[src/rtl/pipe_ctrl_pkg.sv]
// Shared types and defaults for the pipeline stall/flush sequencer.
package pipe_ctrl_pkg;

  typedef enum logic [1:0] {
    ST_INIT     = 2'd0,
    ST_RUN      = 2'd1,
    ST_MEM_WAIT = 2'd2,
    ST_HALT     = 2'd3
  } pipe_state_e;

  localparam int unsigned DEF_INIT_CYCLES = 2;
  localparam int unsigned DEF_TIMEOUT     = 256;

  // Counter width able to hold 0..limit-1, never narrower than one bit.
  function automatic int unsigned cnt_width(input int unsigned limit);
    return (limit > 1) ? $clog2(limit) : 1;
  endfunction

endpackage

[src/rtl/pipe_wait_timer.sv]
// Clearable up-counter with a terminal-count flag at LIMIT-1.
// Holds at LIMIT-1 rather than wrapping, so tc stays asserted until cleared.
module pipe_wait_timer
  import pipe_ctrl_pkg::*;
#(
  parameter int unsigned LIMIT = 2,
  parameter int unsigned W     = cnt_width(LIMIT)
) (
  input  logic clk,
  input  logic rstn,
  input  logic clr,
  input  logic en,
  output logic tc
);

  localparam logic [W-1:0] LAST = W'(LIMIT - 1);

  logic [W-1:0] count;

  // Count enabled cycles; clear has priority.
  always_ff @(posedge clk or negedge rstn) begin
    if (!rstn) begin
      count <= '0;
    end else if (clr) begin
      count <= '0;
    end else if (en && (count != LAST)) begin
      count <= count + 1'b1;
    end
  end

  assign tc = (count == LAST);

endmodule

[src/rtl/pipeline_ctrl.sv]
// Stall/flush sequencer for the 5-stage pipeline.
// Optional feature macro: PIPE_PERF_CNT_EN adds stall_cnt / flush_cnt.
//
// state       | meaning
// ST_INIT     | post-reset drain, every stage flushed
// ST_RUN      | normal issue, Mealy priority of wait/redirect/stall/fetch
// ST_MEM_WAIT | data access outstanding, pipeline frozen, watchdog counting
// ST_HALT     | bus hang detected, everything frozen until reset
module pipeline_ctrl
  import pipe_ctrl_pkg::*;
#(
  parameter int unsigned INIT_CYCLES = DEF_INIT_CYCLES,
  parameter int unsigned TIMEOUT     = DEF_TIMEOUT,
  parameter int unsigned CNT_W       = 32
) (
  input  logic             clk,
  input  logic             rstn,
  input  logic             hz_stall,
  input  logic             ex_redirect,
  input  logic             imem_ready,
  input  logic             dmem_req,
  input  logic             dmem_ready,
  output logic             pc_en,
  output logic             if_id_en,
  output logic             id_ex_en,
  output logic             ex_mem_en,
  output logic             mem_wb_en,
  output logic             if_id_flush,
  output logic             id_ex_flush,
  output logic             mem_wb_flush,
  output logic             bus_err
`ifdef PIPE_PERF_CNT_EN
  ,
  output logic [CNT_W-1:0] stall_cnt,
  output logic [CNT_W-1:0] flush_cnt
`endif
);

  if (TIMEOUT < 2 || CNT_W < 1) begin : g_bad_param
    $error("pipeline_ctrl: TIMEOUT must be >= 2 and CNT_W >= 1");
  end

  pipe_state_e state, next_state;
  logic        init_tc, wait_tc;
  logic        wait_cycle;
  logic        redirect_taken;

  // The RUN cycle that first sees the miss is already wait cycle one, so the
  // watchdog counts it too; HALT then follows exactly TIMEOUT frozen cycles.
  pipe_wait_timer #(.LIMIT(INIT_CYCLES)) u_init_timer (
    .clk  (clk),
    .rstn (rstn),
    .clr  (state != ST_INIT),
    .en   (state == ST_INIT),
    .tc   (init_tc)
  );

  pipe_wait_timer #(.LIMIT(TIMEOUT)) u_wait_timer (
    .clk  (clk),
    .rstn (rstn),
    .clr  (!wait_cycle),
    .en   (wait_cycle),
    .tc   (wait_tc)
  );

  // Mealy outputs and next state from the current state and this cycle's inputs.
  always_comb begin
    pc_en          = 1'b0;
    if_id_en       = 1'b0;
    id_ex_en       = 1'b0;
    ex_mem_en      = 1'b0;
    mem_wb_en      = 1'b0;
    if_id_flush    = 1'b0;
    id_ex_flush    = 1'b0;
    mem_wb_flush   = 1'b0;
    wait_cycle     = 1'b0;
    redirect_taken = 1'b0;
    next_state     = state;
    case (state)
      ST_INIT: begin
        if_id_flush  = 1'b1;
        id_ex_flush  = 1'b1;
        mem_wb_flush = 1'b1;
        if (init_tc) next_state = ST_RUN;
      end
      ST_RUN, ST_MEM_WAIT: begin
        // A frozen MEM instruction keeps its request, so only ready matters once waiting.
        wait_cycle = (state == ST_RUN) ? (dmem_req && !dmem_ready) : !dmem_ready;
        if (wait_cycle) begin
          mem_wb_flush = 1'b1;
          if (state == ST_MEM_WAIT && wait_tc) next_state = ST_HALT;
          else                                 next_state = ST_MEM_WAIT;
        end else begin
          next_state = ST_RUN;
          pc_en      = 1'b1;
          if_id_en   = 1'b1;
          id_ex_en   = 1'b1;
          ex_mem_en  = 1'b1;
          mem_wb_en  = 1'b1;
          if (ex_redirect) begin
            // Redirect wins over a load-use stall: the stalled instruction is wrong-path.
            if_id_flush    = 1'b1;
            id_ex_flush    = 1'b1;
            redirect_taken = 1'b1;
          end else if (hz_stall) begin
            pc_en       = 1'b0;
            if_id_en    = 1'b0;
            id_ex_flush = 1'b1;
          end else if (!imem_ready) begin
            pc_en       = 1'b0;
            if_id_flush = 1'b1;
          end
        end
      end
      default: ;
    endcase
  end

  // State register and sticky bus error.
  always_ff @(posedge clk or negedge rstn) begin
    if (!rstn) begin
      state   <= ST_INIT;
      bus_err <= 1'b0;
    end else begin
      state <= next_state;
      if (state == ST_MEM_WAIT && next_state == ST_HALT) bus_err <= 1'b1;
    end
  end

`ifdef PIPE_PERF_CNT_EN
  // Performance counters, frozen outside RUN/MEM_WAIT.
  always_ff @(posedge clk or negedge rstn) begin
    if (!rstn) begin
      stall_cnt <= '0;
      flush_cnt <= '0;
    end else if (state == ST_RUN || state == ST_MEM_WAIT) begin
      if (!pc_en)         stall_cnt <= stall_cnt + 1'b1;
      if (redirect_taken) flush_cnt <= flush_cnt + 1'b1;
    end
  end
`endif

endmodule

[config.mk]
export PLATFORM = sky130hd
export DESIGN_NAME = pipeline_ctrl
export DESIGN_NICKNAME = d
export VERILOG_FILES = /design/src/rtl/pipe_ctrl_pkg.sv /design/src/rtl/pipe_wait_timer.sv /design/src/rtl/pipeline_ctrl.sv
export SDC_FILE = /design/constraint.sdc
export NUM_CORES = 1
export LEC_CHECK = 0
export BUFFER_PORTS_ARGS = -buffer_cell sky130_fd_sc_hd__buf_2
export CORE_MARGIN = 1.5
export CORE_UTILIZATION = 52
export DETAILED_ROUTE_END_ITERATION = 12
export PLACE_DENSITY_LB_ADDON = 0.05
export SYNTH_ARGS = -nofsm -noshare
export SYNTH_HDL_FRONTEND = slang
export SYNTH_SLANG_ARGS = --single-unit
[constraint.sdc]
create_clock -name clk -period 2.45 [get_ports clk]
set_input_delay 0.735 -clock clk [delete_from_list [all_inputs] [get_ports clk]]
set_output_delay 0.735 -clock clk [all_outputs]
set_load 0.03 [all_outputs]
==> metrics.md, run 1 <==
| Metric | Value |
|---|---|
| Worst VDD drop | `0.316 mV` |
| R2r startpoint | `state[0]` |
| Gr ovfl total | `0` |
| CTS Buf Count | `3` |
| Final setup TNS | `0 ns` |
| Pins Over Slew Limit | `0` |
| Final-layout fill cell count | `108` |
| Number of global-route vias before repair | `585` |
| Routed Antenna Nets | `0` |
| Number of port buffers | `15` |
| Mean routed wirelength per cell | `13.7 um` |
| Overall power | `0.371 mW` |
| Starting DRT DRC Count | `25` |
| Detailed-route wire length | `1.58 mm` |
| Slew @ Worst Pin | `0.431 ns` |
| Hold Crit Class | `primary input to asynchronous set/reset pin` |
| RSZ-0062 raised after global routing | `true` |
| Worst Path Max Fanout | `4` |
| CTS sink cnt | `12` |
| Worst Setup End Kind | `output port` |
| Fraction of registers with async set/reset | `100%` |
| Post-DP HPWL | `1.11 mm` |
| R2R setup slack | `0.63 ns` |
| Nature of the critical path startpoint | `flip-flop` |
| Synth Register Bits | `12` |
| Clock latency on the worst-skew pair | `0.28 ns` |
| Synthesis-to-finish area growth | `24.4%` |
| Status | `complete, no violations` |
| Post-Syn Area | `763 um^2` |
| CTS tree | `built` |
| Util after Layout | `71.2%` |
| Syn Nets | `95` |
| GRT Total Usage | `22.0%` |
| Clock period minus worst slack | `2.45 ns` |
| CTS H-Tree Depth | `1` |
| Die area | `0.00171 mm^2` |
| Diode count | `0` |
| Chip width | `41.3 um` |
| First-pass DRT Iterations | `4` |
| Flop pwr share | `53.4%` |
| CTS clk-pin slew, worst paths | `0.08 ns` |
| Initial core utilization | `57.2%` |
| Clock root cell | `clkbuf_4` |
| Row cnt | `13` |
| Crit path capture | `mem_wb_flush` |
| Internal power | `0.292 mW` |
| Critical Path RT | `1.71 ns` |
| Global-route wire length before repair | `2.39 mm` |
| Core area | `0.00133 mm^2` |
| Endpoint of the worst register-to-register path | `bus_err` |
| Die Ht | `41.3 um` |
| Mapped Cells | `83` |
| Placed cell count | `110` |
| Cell variety after synth | `32` |
| # hold bufs at CTS | `0` |
| Dominant cells by area after synthesis | `dfrtp_1, ha_1, inv_1, nand2_1, nor2_1` |
| Via density | `5.91` |
| Share of layout cells above drive strength 1 | `35.6%` |
| Setup CP Type | `flip-flop to output port` |
| Drt drc | `0` |
| Main synth FF type | `dfrtp_1` |
| Final hold violation count | `0` |
| Crit path DAT | `1.71 ns` |
| R2R depth | `6` |
| Final nets | `114` |
| I/O pin cnt | `16` |
| Max Freq | `0.408 GHz` |
| Mean area per synthesized cell | `9.20 um^2` |
| Initial antenna violation count | `0` |
| Gpl congestion | `0.784` |
| Clock power share | `43.4%` |
| Clock Skew | `0.0116 ns` |
| Power per cell area | `390 mW/mm^2` |
| Via count | `685` |
| Non-filler cells, final | `116` |
| Seq/Total Area, Yosys | `39.3%` |
| Number of synthesized flops with an enable pin | `0` |
| Ys Warns | `0` |
| Net Sw Frac | `21.1%` |
| Max Cap Viol | `0` |
| Synth top area share | `39.3%` |
| P_leak | `0.419 nW` |
| Synth cell count leaders | `dfrtp_1, inv_1, nand2_1, nor2_1` |
| Area leader, netlist | `dfrtp_1` |
| Crit path launch | `state[0]` |
| Largest net degree at the start of global routing | `13` |
| NetSw | `0.0782 mW` |
| Clk buf depth | `2` |
| Share of total power in combinational logic | `3.2%` |
| Most common cell in the netlist | `dfrtp_1` |
| Finish-stage setup viols | `0` |
| Tcrit/Tclk final | `99.9%` |
| Worst relative slew slack | `71.1%` |
==> layer usage <==
metal	GRT usage (%)	part of all wire, %	routed length (um)	vias up
met5	0	0	0	-
met4	9.68	1.7	27	0
met3	4.79	4.8	76	4
met2	35.9	48	765	23
met1	27.8	45	715	330
li1	-	-	-	328
==> sequential cells by signal (all words and copies together) (netlist names) <==
| signal | flops |
|---|---|
| state | 2 |
| u_wait_timer.count | 8 |
| u_init_timer.tc | 1 |
| bus_err | 1 |
==> cell families after synthesis <==
| kind of cell | Yosys count | share of synthesized area (%) |
|---|---|---|
| AOI/OAI and AO/OA | 21 | 18.5 |
| adders and majority gates | 5 | 8.20 |
| buffers and inverters | 11 | 7.38 |
| xor gates and xnor gates | 3 | 3.44 |
| and+or+nand+nor | 31 | 23.1 |
| DFF | 12 | 39.3 |
==> worst min path at each step <==
stage / slack (ns) / from / cells past startpoint / to
floorplan: 0.44 / rstn / 0 / bus_err
global placement: 0.46 / bus_err / 2 / bus_err
detailed placement: 0.46 / bus_err / 2 / bus_err
CTS: 0.32 / rstn / 1 / u_wait_timer.count[4]
global route: 0.34 / rstn / 1 / u_wait_timer.count[5]
finish: 0.31 / rstn / 1 / u_wait_timer.count[4]
==> critical path, stage by stage (launching register included) <==
cell and delay [ns]:
dfrtp_2 0.41, inv_2 0.07, ha_4 0.28, or3b_4 0.38, a21oi_2 0.15, buf_6 0.15
==> layout make-up <==
type / count / area (um^2) / share of cell area (%)
multi-input combinational: 60 / 448 / 47.2
timing repair buffer: 18 / 119 / 12.5
clock buffer: 4 / 36.3 / 3.82
sequential: 12 / 302 / 31.8
inverter: 7 / 26.3 / 2.77
tap: 15 / 18.8 / 1.98
==> placed cells by master, fill, tap and decap left out, types with 2 or more instances in the layout <==
master    Yosys  layout
nand2_1       7       7
ha_1          5       3
buf_2         0      11
nor2_1        7       7
nand3_1       4       4
ha_4          0       2
a21oi_2       0       2
o21a_1        3       2
xor2_1        3       3
dfrtp_1      12      11
o21ai_0       5       4
nor3_1        2       2
buf_6         1       3
clkbuf_4      0       3
inv_1         7       5
o21ai_1       1       2
buf_4         2       4
inv_2         0       2
a21oi_1       5       3
==> per-stage QoR <==
step	setup slack, ns	hold slack, ns	instance area [um^2]
6_report	0.00173	0.315	950
5_1_grt	-0.0499	0.337	950
4_1_cts	0.00328	0.317	915
3_5_place_dp	0.112	0.457	845
3_3_place_gp	0.135	0.461	845
2_1_floorplan	0.0118	0.439	773
==> power groups by stage <==
stage / Clock [mW] / Sequential [mW] / Combinational (mW)
floorplan: 0 / 0.202 / 0.00129
global placement: 0 / 0.202 / 0.0110
detailed placement: 0 / 0.202 / 0.0115
CTS: 0.165 / 0.198 / 0.0115
global route: 0.168 / 0.198 / 0.0135
finish: 0.161 / 0.198 / 0.0117
==> repair_timing <==
action | in CTS | in global routing
setup buffers | 1 | 1
resized for setup | 7 | 9
setup endpoints to repair | 3 | 4
pin swaps | 1 | 3
No activity file was read; power rests on OpenSTA's default activity.
==> inputs of run 2 (changes only) <==
--- a/config.mk
+++ b/config.mk
@@ -5,6 +5,7 @@
 export SDC_FILE = /design/constraint.sdc
 export NUM_CORES = 1
 export LEC_CHECK = 0
+export ABC_AREA = 1
 export BUFFER_PORTS_ARGS = -buffer_cell sky130_fd_sc_hd__buf_2
 export CORE_MARGIN = 1.5
 export CORE_UTILIZATION = 52
==> metrics.md, run 2 <==
| Metric | Value |
|---|---|
| Initial antenna violation count | `0` |
| Routed Antenna Nets | `0` |
| Synth Register Bits | `12` |
| Main synth FF type | `dfrtp_1` |
| Worst VDD drop | `0.891 mV` |
| Clk buf depth | `2` |
| Number of port buffers | `15` |
| Row cnt | `13` |
| Worst path max stage delay | `0.41 ns` |
| Global-route wire length before repair | `2.57 mm` |
| Worst Setup End Kind | `output port` |
| Max Cap Viol | `0` |
| Pins Over Slew Limit | `0` |
| Die Ht | `42.0 um` |
| Share of layout cells above drive strength 1 | `33.6%` |
| CTS clk-pin slew, worst paths | `0.07 ns` |
| Hold Crit Class | `primary input to asynchronous set/reset pin` |
| Largest register by flop count | `u_wait_timer.count` |
| Clock Skew | `0.00287 ns` |
| Mean routed wirelength per cell | `11.8 um` |
| Tcrit/Tclk final | `96.3%` |
| Via count | `722` |
| Placed cell count | `130` |
| Synth top area share | `38.0%` |
| CTS Buf Count | `3` |
| Clock root cell | `clkbuf_4` |
| First-pass DRT Iterations | `4` |
| Syn Nets | `115` |
| Leading cell type in the layout, fill and taps excluded | `nand2_1` |
| Max FFs per register | `8` |
| Status | `complete, no violations` |
| Worst Path Max Fanout | `6` |
| Starting DRT DRC Count | `13` |
| Seq/Total Area, Yosys | `38.0%` |
| Max Freq | `0.424 GHz` |
| CTS sink cnt | `12` |
| Die area | `0.00176 mm^2` |
| CP most frequent cell | `o21ai_0` |
| Nature of the critical path startpoint | `flip-flop` |
| Area leader, netlist | `dfrtp_1` |
| Gr ovfl total | `0` |
| Mapped Cells | `103` |
| Non-filler cells, final | `137` |
| Detailed-route wire length | `1.61 mm` |
| Ys Warns | `0` |
| Setup CP Type | `flip-flop to output port` |
| Critical Path RT | `1.71 ns` |
| Final nets | `135` |
| Largest net degree at the start of global routing | `13` |
| Gpl congestion | `0.762` |
| Mean area per synthesized cell | `7.67 um^2` |
| Most frequent cells in the layout | `nand2_1, inv_1, buf_2, dfrtp_1` |
| Final hold violation count | `0` |
| I/O pin cnt | `16` |
| RSZ-0062 raised after global routing | `false` |
| Core area | `0.00135 mm^2` |
| Finish-stage setup viols | `0` |
| Diode count | `0` |
| Post-Syn Area | `790 um^2` |
| CTS H-Tree Depth | `1` |
| Post-DP HPWL | `1.15 mm` |
| Clock period minus worst slack | `2.36 ns` |
| Initial core utilization | `58.5%` |
| Drt drc | `0` |
| Util after Layout | `71.6%` |
| Synth cell count leaders | `nand2_1, inv_1, dfrtp_1` |
| Via density | `5.27` |
| Chip width | `42.0 um` |
| Regs by FF count | `u_wait_timer.count x8, state x2` |
| Most common cell in the netlist | `nand2_1` |
| Crit-path cells | `buf_4 > ha_1 > inv_2 > o21ai_0 > o21ai_0 > buf_2` |
| CP max-delay cell | `dfrtp_1` |
| Fraction of registers with async set/reset | `100%` |
| Synthesis-to-finish area growth | `22.5%` |
| P_leak | `0.523 nW` |
| Slew @ Worst Pin | `0.267 ns` |
| Dominant cells by area after synthesis | `dfrtp_1, nand2_1, ha_1, inv_1, nand3_1` |
| CTS tree | `built` |
| GRT Total Usage | `19.4%` |
| Worst relative slew slack | `82.2%` |
| Number of synthesized flops with an enable pin | `0` |
| Power per cell area | `1170 mW/mm^2` |
| Crit path DAT | `1.63 ns` |
| Number of global-route vias before repair | `599` |
| Clock latency on the worst-skew pair | `0.27 ns` |
| Final setup TNS | `0 ns` |
| Cell variety after synth | `22` |
-- run 2: cell count changes after synthesis, sizes merged, moves of 3 or more --
cell	delta
nand2	+20
inv	+10
nor2	+4
nand3	+3
xor2	-3
-- run 2: report_power, final --
| group | internal [mW] | switching, mW |
|---|---|---|
| clock | 0.0902 | 0.0618 |
| sequential | 0.234 | 0.0317 |
| combinational | 0.253 | 0.463 |
| total | 0.578 | 0.556 |
-- run 2: critical path, delay by kind of cell, from the launching register on --
kind	cells	cell delay, ns
AOI/OAI and AO/OA	2	0.23
DFF	1	0.41
buffers and inverters	3	0.47
adders and majority gates	1	0.24
-- run 2: final timing paths --
path | start | endpoint | slack [ns] | cells after the start
setup / recovery | state[0] | id_ex_flush | 0.09 | 6
hold / removal | rstn | u_wait_timer.count[4] | 0.33 | 1
max in group asynchronous | rstn | u_init_timer.tc | 1.91 | 1
setup reg to reg | state[0] | u_wait_timer.count[2] | 0.99 | 6
hold reg to reg | bus_err | bus_err | 0.46 | 2
min in group clk | bus_err | bus_err | 0.46 | 2
-- run 2: cell families (layout without fill, tap and decap cells) --
| group | Yosys count | count (layout) | synth area share (%) |
|---|---|---|---|
| buf+inv | 20 | 39 | 10.5 |
| flops | 12 | 12 | 38.0 |
| simple gates | 50 | 50 | 31.1 |
| fa+ha+maj | 5 | 5 | 7.92 |
| compound gates | 16 | 16 | 12.5 |
-- run 2: routing by layer --
| metal | up-vias | track usage, % | wire [um] |
|---|---|---|---|
| met5 | - | 0 | 0 |
| li1 | 366 | - | - |
| met4 | 0 | 3.87 | 0 |
| met1 | 345 | 27.7 | 761 |
| met3 | 0 | 7.83 | 58 |
| met2 | 11 | 27.8 | 793 |
-- run 2: cell type report --
cell class,instances,area [um^2]
clock buffers,4,36.3
inverters,17,63.8
flip-flops and latches,12,300
fillers,106,383
well taps,15,18.8
multi-input cells,71,442
repair buffers,18,106
-- run 2: timing repair --
action                     in CTS  in global routing
hold buffers                    0                  0
pin swaps                       0                  3
setup endpoints to repair       2                  5
buffers inserted                2                  1
resized for setup               0                 14
-- run 2: through the flow --
step                instance area (um^2)  power, mW  setup slack [ns]  hold slack [ns]
floorplan                            790      0.742           0.00199            0.439
global placement                     865      0.851             0.141            0.444
detailed placement                   865      0.858             0.113            0.454
CTS                                  916       1.04            0.0202            0.332
global route                         967       1.21           0.00530            0.337
finish                               967       1.13            0.0897            0.328
==> inputs of run 3 (changes only) <==
--- a/config.mk
+++ b/config.mk
@@ -10,7 +10,7 @@
 export CORE_MARGIN = 1.5
 export CORE_UTILIZATION = 52
 export DETAILED_ROUTE_END_ITERATION = 12
-export PLACE_DENSITY_LB_ADDON = 0.05
+export PLACE_DENSITY = 0.83
 export SYNTH_ARGS = -nofsm -noshare
 export SYNTH_HDL_FRONTEND = slang
 export SYNTH_SLANG_ARGS = --single-unit
==> metrics.md, run 3 (synthesis gave the netlist of run 2 again) <==
| Metric | Value |
|---|---|
| Status | `complete, no violations` |
| Via count | `710` |
| Hold Crit Class | `primary input to asynchronous set/reset pin` |
| Post-DP HPWL | `1.15 mm` |
| Non-filler cells, final | `135` |
| Number of global-route vias before repair | `614` |
| Max FFs per register | `8` |
| Gpl congestion | `0.760` |
| Endpoint of the worst register-to-register path | `u_wait_timer.count[2]` |
| Via density | `5.26` |
| Synthesis-to-finish area growth | `18.5%` |
| Global-route wire length before repair | `2.42 mm` |
| Worst VDD drop | `0.660 mV` |
| Share of total power in combinational logic | `64.4%` |
| Clock root cell | `clkbuf_4` |
| Critical Path RT | `1.71 ns` |
| R2R depth | `6` |
| Worst slack at placement | `0.104 ns` |
| Clk buf depth | `2` |
| Number of port buffers | `15` |
| Max Freq | `0.420 GHz` |
| P_leak | `0.511 nW` |
| Starting DRT DRC Count | `10` |
| Slew @ Worst Pin | `0.274 ns` |
| Setup CP Type | `flip-flop to output port` |
| Max Cap Viol | `0` |
| Largest register by flop count | `u_wait_timer.count` |
| CTS H-Tree Depth | `1` |
| Drt drc | `0` |
| Final worst slack | `0.0676 ns` |
| Share of layout cells above drive strength 1 | `31.7%` |
| First-pass DRT Iterations | `4` |
| Mean routed wirelength per cell | `11.4 um` |
| CTS tree | `built` |
| Flop pwr share | `24.8%` |
| Regs by FF count | `u_wait_timer.count x8, state x2` |
| Clock Skew | `0.00645 ns` |
| Die Ht | `42.0 um` |
| Core area | `0.00135 mm^2` |
| Power per cell area | `1150 mW/mm^2` |
| Leading cell type in the layout, fill and taps excluded | `nand2_1` |
| Clock power share | `10.8%` |
| Worst Setup End Kind | `output port` |
| Crit path DAT | `1.65 ns` |
| Initial antenna violation count | `0` |
| GRT Total Usage | `18.2%` |
| Routed Antenna Nets | `0` |
| Tcrit/Tclk final | `97.2%` |
| Row cnt | `13` |
| Die area | `0.00176 mm^2` |
| Gr ovfl total | `0` |
| Internal power | `0.534 mW` |
| CTS Buf Count | `3` |
| CTS clk-pin slew, worst paths | `0.07 ns` |
| Net Sw Frac | `50.3%` |
| I/O pin cnt | `16` |
| Detailed-route wire length | `1.53 mm` |
| CTS sink cnt | `12` |
| Worst Path Max Fanout | `4` |
| Largest net degree at the start of global routing | `13` |
| NetSw | `0.541 mW` |
| Most frequent cells in the layout | `nand2_1, inv_1, buf_2, dfrtp_1` |
| Initial core utilization | `58.5%` |
| # hold bufs at CTS | `0` |
| Clock latency on the worst-skew pair | `0.27 ns` |
| R2r startpoint | `state[0]` |
| Final hold violation count | `0` |
| Chip width | `42.0 um` |
| WHS | `0.330 ns` |
| Clock period minus worst slack | `2.38 ns` |
| Pins Over Slew Limit | `0` |
| Worst relative slew slack | `81.8%` |
| Placed cell count | `130` |
| Nature of the critical path startpoint | `flip-flop` |
| Dpl cell area | `865 um^2` |
| Diode count | `0` |
| Final instance area | `936 um^2` |
| Final nets | `134` |
| Finish-stage setup viols | `0` |
| R2R setup slack | `0.99 ns` |
-- run 3: stage by stage --
| step | utilization (%) | setup TNS (ns) | power [mW] |
|---|---|---|---|
| 6_report | 69.3 | 0 | 1.08 |
| 5_1_grt | 69.3 | -0.0258 | 1.15 |
| 4_1_cts | 65.7 | -0.0130 | 0.982 |
| 3_5_place_dp | 64.0 | 0 | 0.862 |
| 3_3_place_gp | 64.0 | 0 | 0.843 |
| 2_1_floorplan | - | 0 | 0.742 |
-- run 3: what timing repair did --
action	4_1_cts	5_1_grt
gates resized for setup	0	11
buffers inserted	0	2
pin swaps	0	3
setup endpoints to repair	2	4
-- run 3: worst max-delay path, stage by stage (launching register included) --
cell and delay (ns):
dfrtp_1 0.42, inv_2 0.10, ha_1 0.16, nand2_2 0.08, nand2_4 0.09, nand2_2 0.07
a21oi_2 0.15, o21a_1 0.15, buf_4 0.16
-- run 3: final cells by class --
| cell class | instances | area, um^2 |
|---|---|---|
| Tap cell | 15 | 18.8 |
| Inverter | 17 | 63.8 |
| Clock buffer | 3 | 22.5 |
| Multi-Input combinational cell | 71 | 432 |
| Fill cell | 116 | 414 |
| Timing Repair Buffer | 17 | 98.8 |
| Sequential cell | 12 | 300 |
-- run 3: power by group through the flow --
stage | sequential (mW) | clock, mW | combinational [mW]
after floorplan | 0.263 | 0 | 0.480
after CTS | 0.265 | 0.122 | 0.594
after detailed placement | 0.269 | 0 | 0.593
after global placement | 0.268 | 0 | 0.575
after global routing | 0.271 | 0.129 | 0.755
final | 0.267 | 0.117 | 0.692
-- run 3: how the worst max path moves through the flow --
stage,to,startpoint,cells after the start,slack [ns]
global route,pc_en,state[1],8,-0.02
global placement,pc_en,dmem_req,8,0.15
detailed placement,pc_en,dmem_req,8,0.10
CTS,pc_en,state[0],6,-0.009
finish,pc_en,state[1],8,0.07
floorplan,pc_en,dmem_req,6,0.002
-- run 3: routing by layer --
metal	global-route usage (%)	routed length [um]
met1	21.1	662
met2	30.9	777
met3	1.30	70
met5	0	0
met4	13.5	23
